### src/rtl/led_bank_pkg.sv
`default_nettype none
// ============================================================================
// Module   : led_bank_pkg
// Purpose  : Register addresses and reset defaults shared by the LED bank
//            controller and anything that drives its bus.
// Revision : 1.0 - initial release
// ============================================================================
package led_bank_pkg;

  // Register map on the 2-bit address bus
  localparam logic [1:0] ADDR_ENABLE     = 2'd0;
  localparam logic [1:0] ADDR_BLINK      = 2'd1;
  localparam logic [1:0] ADDR_DUTY       = 2'd2;
  localparam logic [1:0] ADDR_BLINK_HALF = 2'd3;

  // Default blink half-period, in prescaler ticks
  localparam logic [15:0] BLINK_HALF_RST = 16'd500;

endpackage : led_bank_pkg
`default_nettype wire

### src/rtl/led_tick_prescaler.sv
`default_nettype none
// ============================================================================
// Module   : led_tick_prescaler
// Purpose  : Divides the system clock into a one-cycle tick every PRESC
//            cycles; the tick is high while the counter sits at PRESC-1.
// Revision : 1.0 - initial release
// ============================================================================
module led_tick_prescaler #(
  parameter int PRESC = 50000
) (
  input  logic i_CLK,
  input  logic i_RESET_n,
  output logic o_Tick
);

  localparam int             CNT_W = (PRESC > 1) ? $clog2(PRESC) : 1;
  localparam logic [CNT_W-1:0] LAST  = CNT_W'(PRESC - 1);

  logic [CNT_W-1:0] cnt;

  // Free-running 0..PRESC-1 counter, wrapping on the tick cycle
  always_ff @(posedge i_CLK) begin
    if (!i_RESET_n) begin
      cnt <= '0;
    end else if (cnt == LAST) begin
      cnt <= '0;
    end else begin
      cnt <= cnt + CNT_W'(1);
    end
  end

  assign o_Tick = (cnt == LAST);

endmodule : led_tick_prescaler
`default_nettype wire

### src/rtl/led_bank_ctrl.sv
`default_nettype none
// ============================================================================
// Module   : led_bank_ctrl
// Purpose  : Memory-mapped LED bank: per-LED enable and blink plus a global
//            PWM brightness whose duty only changes on a period boundary.
// Revision : 1.0 - initial release
// ============================================================================
module led_bank_ctrl #(
  parameter int          NUM_LEDS  = 10,
  parameter int          PWM_BITS  = 8,
  parameter int          PRESC     = 50000,
  parameter logic [15:0] BLINK_RST = led_bank_pkg::BLINK_HALF_RST
) (
  input  logic                i_CLK,
  input  logic                i_RESET_n,
  input  logic [1:0]          i_Addr,
  input  logic [15:0]         i_Data,
  input  logic                i_Write_EN,
  output logic [15:0]         o_Data,
  output logic [NUM_LEDS-1:0] o_LED
);

  import led_bank_pkg::*;

  localparam logic [PWM_BITS-1:0] DUTY_MAX = '1;

  logic [NUM_LEDS-1:0] enable;
  logic [NUM_LEDS-1:0] blink;
  logic [PWM_BITS-1:0] duty;
  logic [15:0]         blink_half;
  logic [15:0]         blink_cnt;
  logic                phase;
  logic [PWM_BITS-1:0] pwm_cnt;
  logic [PWM_BITS-1:0] duty_act;
  logic                pwm_on;
  logic                tick;
  logic                half_wr;
  logic [15:0]         unused_data;

  // Upper data bits beyond a register's width are deliberately dropped
  assign unused_data = i_Data;
  assign half_wr     = i_Write_EN && (i_Addr == ADDR_BLINK_HALF);

  led_tick_prescaler #(
    .PRESC (PRESC)
  ) u_prescaler (
    .i_CLK     (i_CLK),
    .i_RESET_n (i_RESET_n),
    .o_Tick    (tick)
  );

  // Bus-writable registers; reset beats a coincident write
  always_ff @(posedge i_CLK) begin
    if (!i_RESET_n) begin
      enable     <= '0;
      blink      <= '0;
      duty       <= DUTY_MAX;
      blink_half <= BLINK_RST;
    end else if (i_Write_EN) begin
      case (i_Addr)
        ADDR_ENABLE:     enable     <= i_Data[NUM_LEDS-1:0];
        ADDR_BLINK:      blink      <= i_Data[NUM_LEDS-1:0];
        ADDR_DUTY:       duty       <= i_Data[PWM_BITS-1:0];
        ADDR_BLINK_HALF: blink_half <= i_Data;
        default:         ;
      endcase
    end
  end

  // Blink phase: toggles every BLINK_HALF ticks; a new half-period restarts it
  always_ff @(posedge i_CLK) begin
    if (!i_RESET_n || half_wr || (blink_half == 16'd0)) begin
      blink_cnt <= 16'd0;
      phase     <= 1'b1;
    end else if (tick) begin
      if (blink_cnt == blink_half - 16'd1) begin
        blink_cnt <= 16'd0;
        phase     <= ~phase;
      end else begin
        blink_cnt <= blink_cnt + 16'd1;
      end
    end
  end

  // PWM counter; the active duty is latched only as the counter wraps
  always_ff @(posedge i_CLK) begin
    if (!i_RESET_n) begin
      pwm_cnt  <= '0;
      duty_act <= DUTY_MAX;
    end else begin
      pwm_cnt <= pwm_cnt + PWM_BITS'(1);
      if (pwm_cnt == DUTY_MAX) begin
        duty_act <= duty;
      end
    end
  end

  assign pwm_on = (pwm_cnt < duty_act) || (duty_act == DUTY_MAX);

  // Registered LED drive, one cycle behind the internal state
  always_ff @(posedge i_CLK) begin
    if (!i_RESET_n) begin
      o_LED <= '0;
    end else begin
      o_LED <= enable & (~blink | {NUM_LEDS{phase}}) & {NUM_LEDS{pwm_on}};
    end
  end

  // Read mux: written DUTY (not the shadow), zero-extended to 16 bits
  always_comb begin
    o_Data = '0;
    case (i_Addr)
      ADDR_ENABLE:     o_Data[NUM_LEDS-1:0] = enable;
      ADDR_BLINK:      o_Data[NUM_LEDS-1:0] = blink;
      ADDR_DUTY:       o_Data[PWM_BITS-1:0] = duty;
      ADDR_BLINK_HALF: o_Data               = blink_half;
      default:         o_Data               = '0;
    endcase
  end

endmodule : led_bank_ctrl
`default_nettype wire
### config.mk
export PLATFORM = sky130hd
export DESIGN_NAME = led_bank_ctrl
export DESIGN_NICKNAME = d
export VERILOG_FILES = /design/src/rtl/led_bank_pkg.sv /design/src/rtl/led_tick_prescaler.sv /design/src/rtl/led_bank_ctrl.sv
export SDC_FILE = /design/constraint.sdc
export NUM_CORES = 1
export LEC_CHECK = 0
export BUFFER_PORTS_ARGS = -buffer_cell sky130_fd_sc_hd__buf_2
export CORE_UTILIZATION = 35
export CTS_BUF_LIST = sky130_fd_sc_hd__clkbuf_8 sky130_fd_sc_hd__clkbuf_16
export CTS_CLUSTER_DIAMETER = 30
export DETAILED_ROUTE_END_ITERATION = 10
export PLACE_DENSITY = 0.6
export REMOVE_ABC_BUFFERS = 1
export SYNTH_ARGS = -nofsm -noshare
export SYNTH_HDL_FRONTEND = slang
export SYNTH_HIERARCHICAL = 1
export SYNTH_SLANG_ARGS = --single-unit
### constraint.sdc
create_clock -name i_CLK -period 6.1 [get_ports i_CLK]
set_input_delay 0.915 -clock i_CLK [delete_from_list [all_inputs] [get_ports i_CLK]]
set_output_delay 0.915 -clock i_CLK [all_outputs]
set_load 0.03 [all_outputs]
==> impl_metrics.toml <==
[global_route]
grt_max_degree = 76
antenna_found_initial = 0
grt_pass1_vias = 4148
grt.total_usage_pct = 17.62
grt_first_pass_wirelength_um = 20780
overflow = 0

[clock_network]
ctsResizeCount = 0
clkSinkCount = 103
insertion_delay_ns = 0.35
numCtsBuffers = 9
clk_pin_slew_ns = 0.07
htree_levels = 3
cts_tree = "yes"
post_cts_buffers = 0
cts_root_buffer = "clkbuf_16"
cts_max_path_buffers = 2
cts_hold_buf = 0

[route]
wl_um = 12220
vias = 4195
drtIter0Drc = 195
drcViolationCount = 0
ant_nets = 0
drtPass1Iterations = 4
wl_per_cell_um = 15.20
via_per_inst = 5.218

[run_status]
outcome = "complete, no violations"

[synth]
ys_seq_area_share_pct = 40.17
yosysWarnings = 6
synth_common_cells = "dfxtp_1, nand2_1, nor2_1"
ys_async_sr_fraction_pct = 0
yosys.area.top_type_share_pct = 40.17
synth_top_flop_cell = "dfxtp_1"
postSynthAreaPerCell_sq_um = 8.731
ys_types = 60
syn_inst = 588
yosys-top-cells-area = "dfxtp_1, nand2_1, xnor2_1"
yosys.area.top_type = "dfxtp_1"
synth_edf_count = 0
syn_area_sq_um = 5134
synth.most_common_cell = "dfxtp_1"
ys_ff_latch = 103

[timing]
timing.fmax_ghz = 0.3258
period_needed_ns = 3.070
rsz0062_at_grt = "no"
min_period_over_period_pct = 50.32
finalSetupViolCount = 0
drv_slew = 0
finalHoldViolCount = 0
worst_slew_pin_slew_ns = 1.037
fin_skew_ns = 0.005822
setup_tns_ns = 0
slew_headroom_pct = 30.00

[floorplan]
die_height_um = 123.1
core_area_sq_um = 14100
die_width_um = 123.1
io_pins = 47
initial_core_util_pct = 36.42
rows = 43
dieArea_sq_um = 15160

[cells_and_area]
fillerInstances = 1431
final_util_pct = 41.17
area_delta_synth_final_pct = 13.04
drive_gt1_share_pct = 14.42
diodes = 0
nets = 651

[critical_path]
slowest_delay_ns = 0.61
worstPathCellList = "buf_2 > mux4_1 > buf_2"
crit-reg2reg-capture = "blink_cnt[10]$_SDFFE_PP0P_"
reg2reg_depth = 7
critPathTopFamily = "buffers and inverters"
cp-start-kind = "input pin"
crit_type = "input pin to primary output"
cp-end-kind = "primary output"
worstPathRequired_ns = 5.18
r2r_start = "blink_half[2]$_SDFFE_PN1P_"
critPathArrivalTime_ns = 2.15
worstPathMaxFanout = 22
worst-r2r-setup-slack_ns = 3.03
crit_buf_inv = 2
crit_top_cell = "buf_2"
slowest_stage = "mux4_1"

[min_path]
min_path_cells = 1
hp-start = "pwm_cnt[0]$_SDFF_PN0_"
hold_class = "register to register"
holdPathEnd = "pwm_cnt[0]$_SDFF_PN0_"

[pwr]
pwr_density_cell_nw_per_um2 = 248.5
vdd_drop_max_uv = 128.6
p_leak_nw = 2.418

[run]
cap_violations = 0

[placed_design]
place_congestion = 0.8849
port_buffers = 46
dpl.hpwl_um = 8765
==> kinds of logic (layout without fill, tap and decap cells) <==
kind of cell,count (synthesis),after routing,synth area share (%)
buf+inv,54,90,4.265
mux,19,19,5.728
xor+xnor,47,47,8.018
simple gates,263,263,26.57
fa+ha+maj,11,11,2.681
compound gates,91,91,12.58
flops,103,103,40.17
==> flip-flops by register name, summed over array words and instances, names as in the netlist <==
| register | cells |
|---|---|
| duty_act | 8 |
| o_LED | 10 |
| pwm_cnt | 8 |
| blink_half | 16 |
| u_prescaler/cnt | 16 |
| phase | 1 |
| enable | 10 |
| blink | 10 |
| duty | 8 |
| blink_cnt | 16 |
==> layout make-up <==
class,instances,area [sq um],share of cell area (%)
inverter,27,101.3,1.746
tap,180,225.2,3.881
clock inverter,6,85.08,1.466
clock buffer,10,239.0,4.118
timing repair buffer,47,237.7,4.097
sequential,103,2062,35.53
multi-input combinational,431,2853,49.16
==> power breakdown <==
| part | total [mW] | switching [mW] | internal [mW] | leakage [nW] |
|---|---|---|---|---|
| registers | 0.706 | 0.0180 | 0.688 | 0.836 |
| logic | 0.111 | 0.0680 | 0.0434 | 1.42 |
| clock network | 0.624 | 0.255 | 0.369 | 0.160 |
==> layer usage <==
layer / wire length, um / vias up / GRT usage (%)
met1: 5693 / 1998 / 22.81
li1: - / 2099 / -
met2: 5808 / 87 / 29.21
met3: 599 / 11 / 4.843
met5: 0 / - / 0
met4: 119 / 0 / 3.765
==> how the worst max path moves through the flow <==
stage	start	endpoint	slack (ns)	cells past startpoint
after floorplan	blink_half[2]$_SDFFE_PN1P_	blink_cnt[10]$_SDFFE_PP0P_	3.50	7
after global placement	i_Addr[0]	o_Data[2]	3.02	3
after detailed placement	i_Addr[0]	blink_cnt[2]$_SDFFE_PP0P_	3.01	6
after CTS	i_Addr[0]	o_Data[2]	3.02	3
after global routing	blink_half[2]$_SDFFE_PN1P_	blink_cnt[14]$_SDFFE_PP0P_	2.87	7
final	i_Addr[0]	o_Data[2]	3.03	3
==> through the flow <==
stage	hold slack, ns	total power [mW]	setup WS [ns]	instances	instance area [sq um]
after floorplan	0.4320	0.7872	3.497	561	5016
after global placement	0.4466	0.8304	3.025	788	5479
after detailed placement	0.4620	0.8334	3.011	788	5479
after CTS	0.4782	1.455	3.022	804	5803
after global routing	0.4831	1.503	2.870	804	5803
final	0.4682	1.442	3.030	804	5803
==> cells in the final DEF, fill, tap and decap left out, types with 6 or more instances in the layout <==
cell type	netlist	routed
a21boi_0	22	22
a21oi_1	17	17
and2_1	7	7
and3_1	13	13
buf_2	0	46
clkbuf_16	0	9
dfxtp_1	103	103
ha_1	11	11
inv_1	27	28
mux2i_1	11	11
mux4_2	7	7
nand2_1	99	99
nand3_1	34	34
nand4_1	6	6
nor2_1	40	40
nor2b_1	13	13
nor3_1	9	9
o211ai_1	21	21
o21ai_0	8	8
xnor2_1	25	25
xor2_1	22	22
Note: power is estimated with default switching activity, not from simulation.
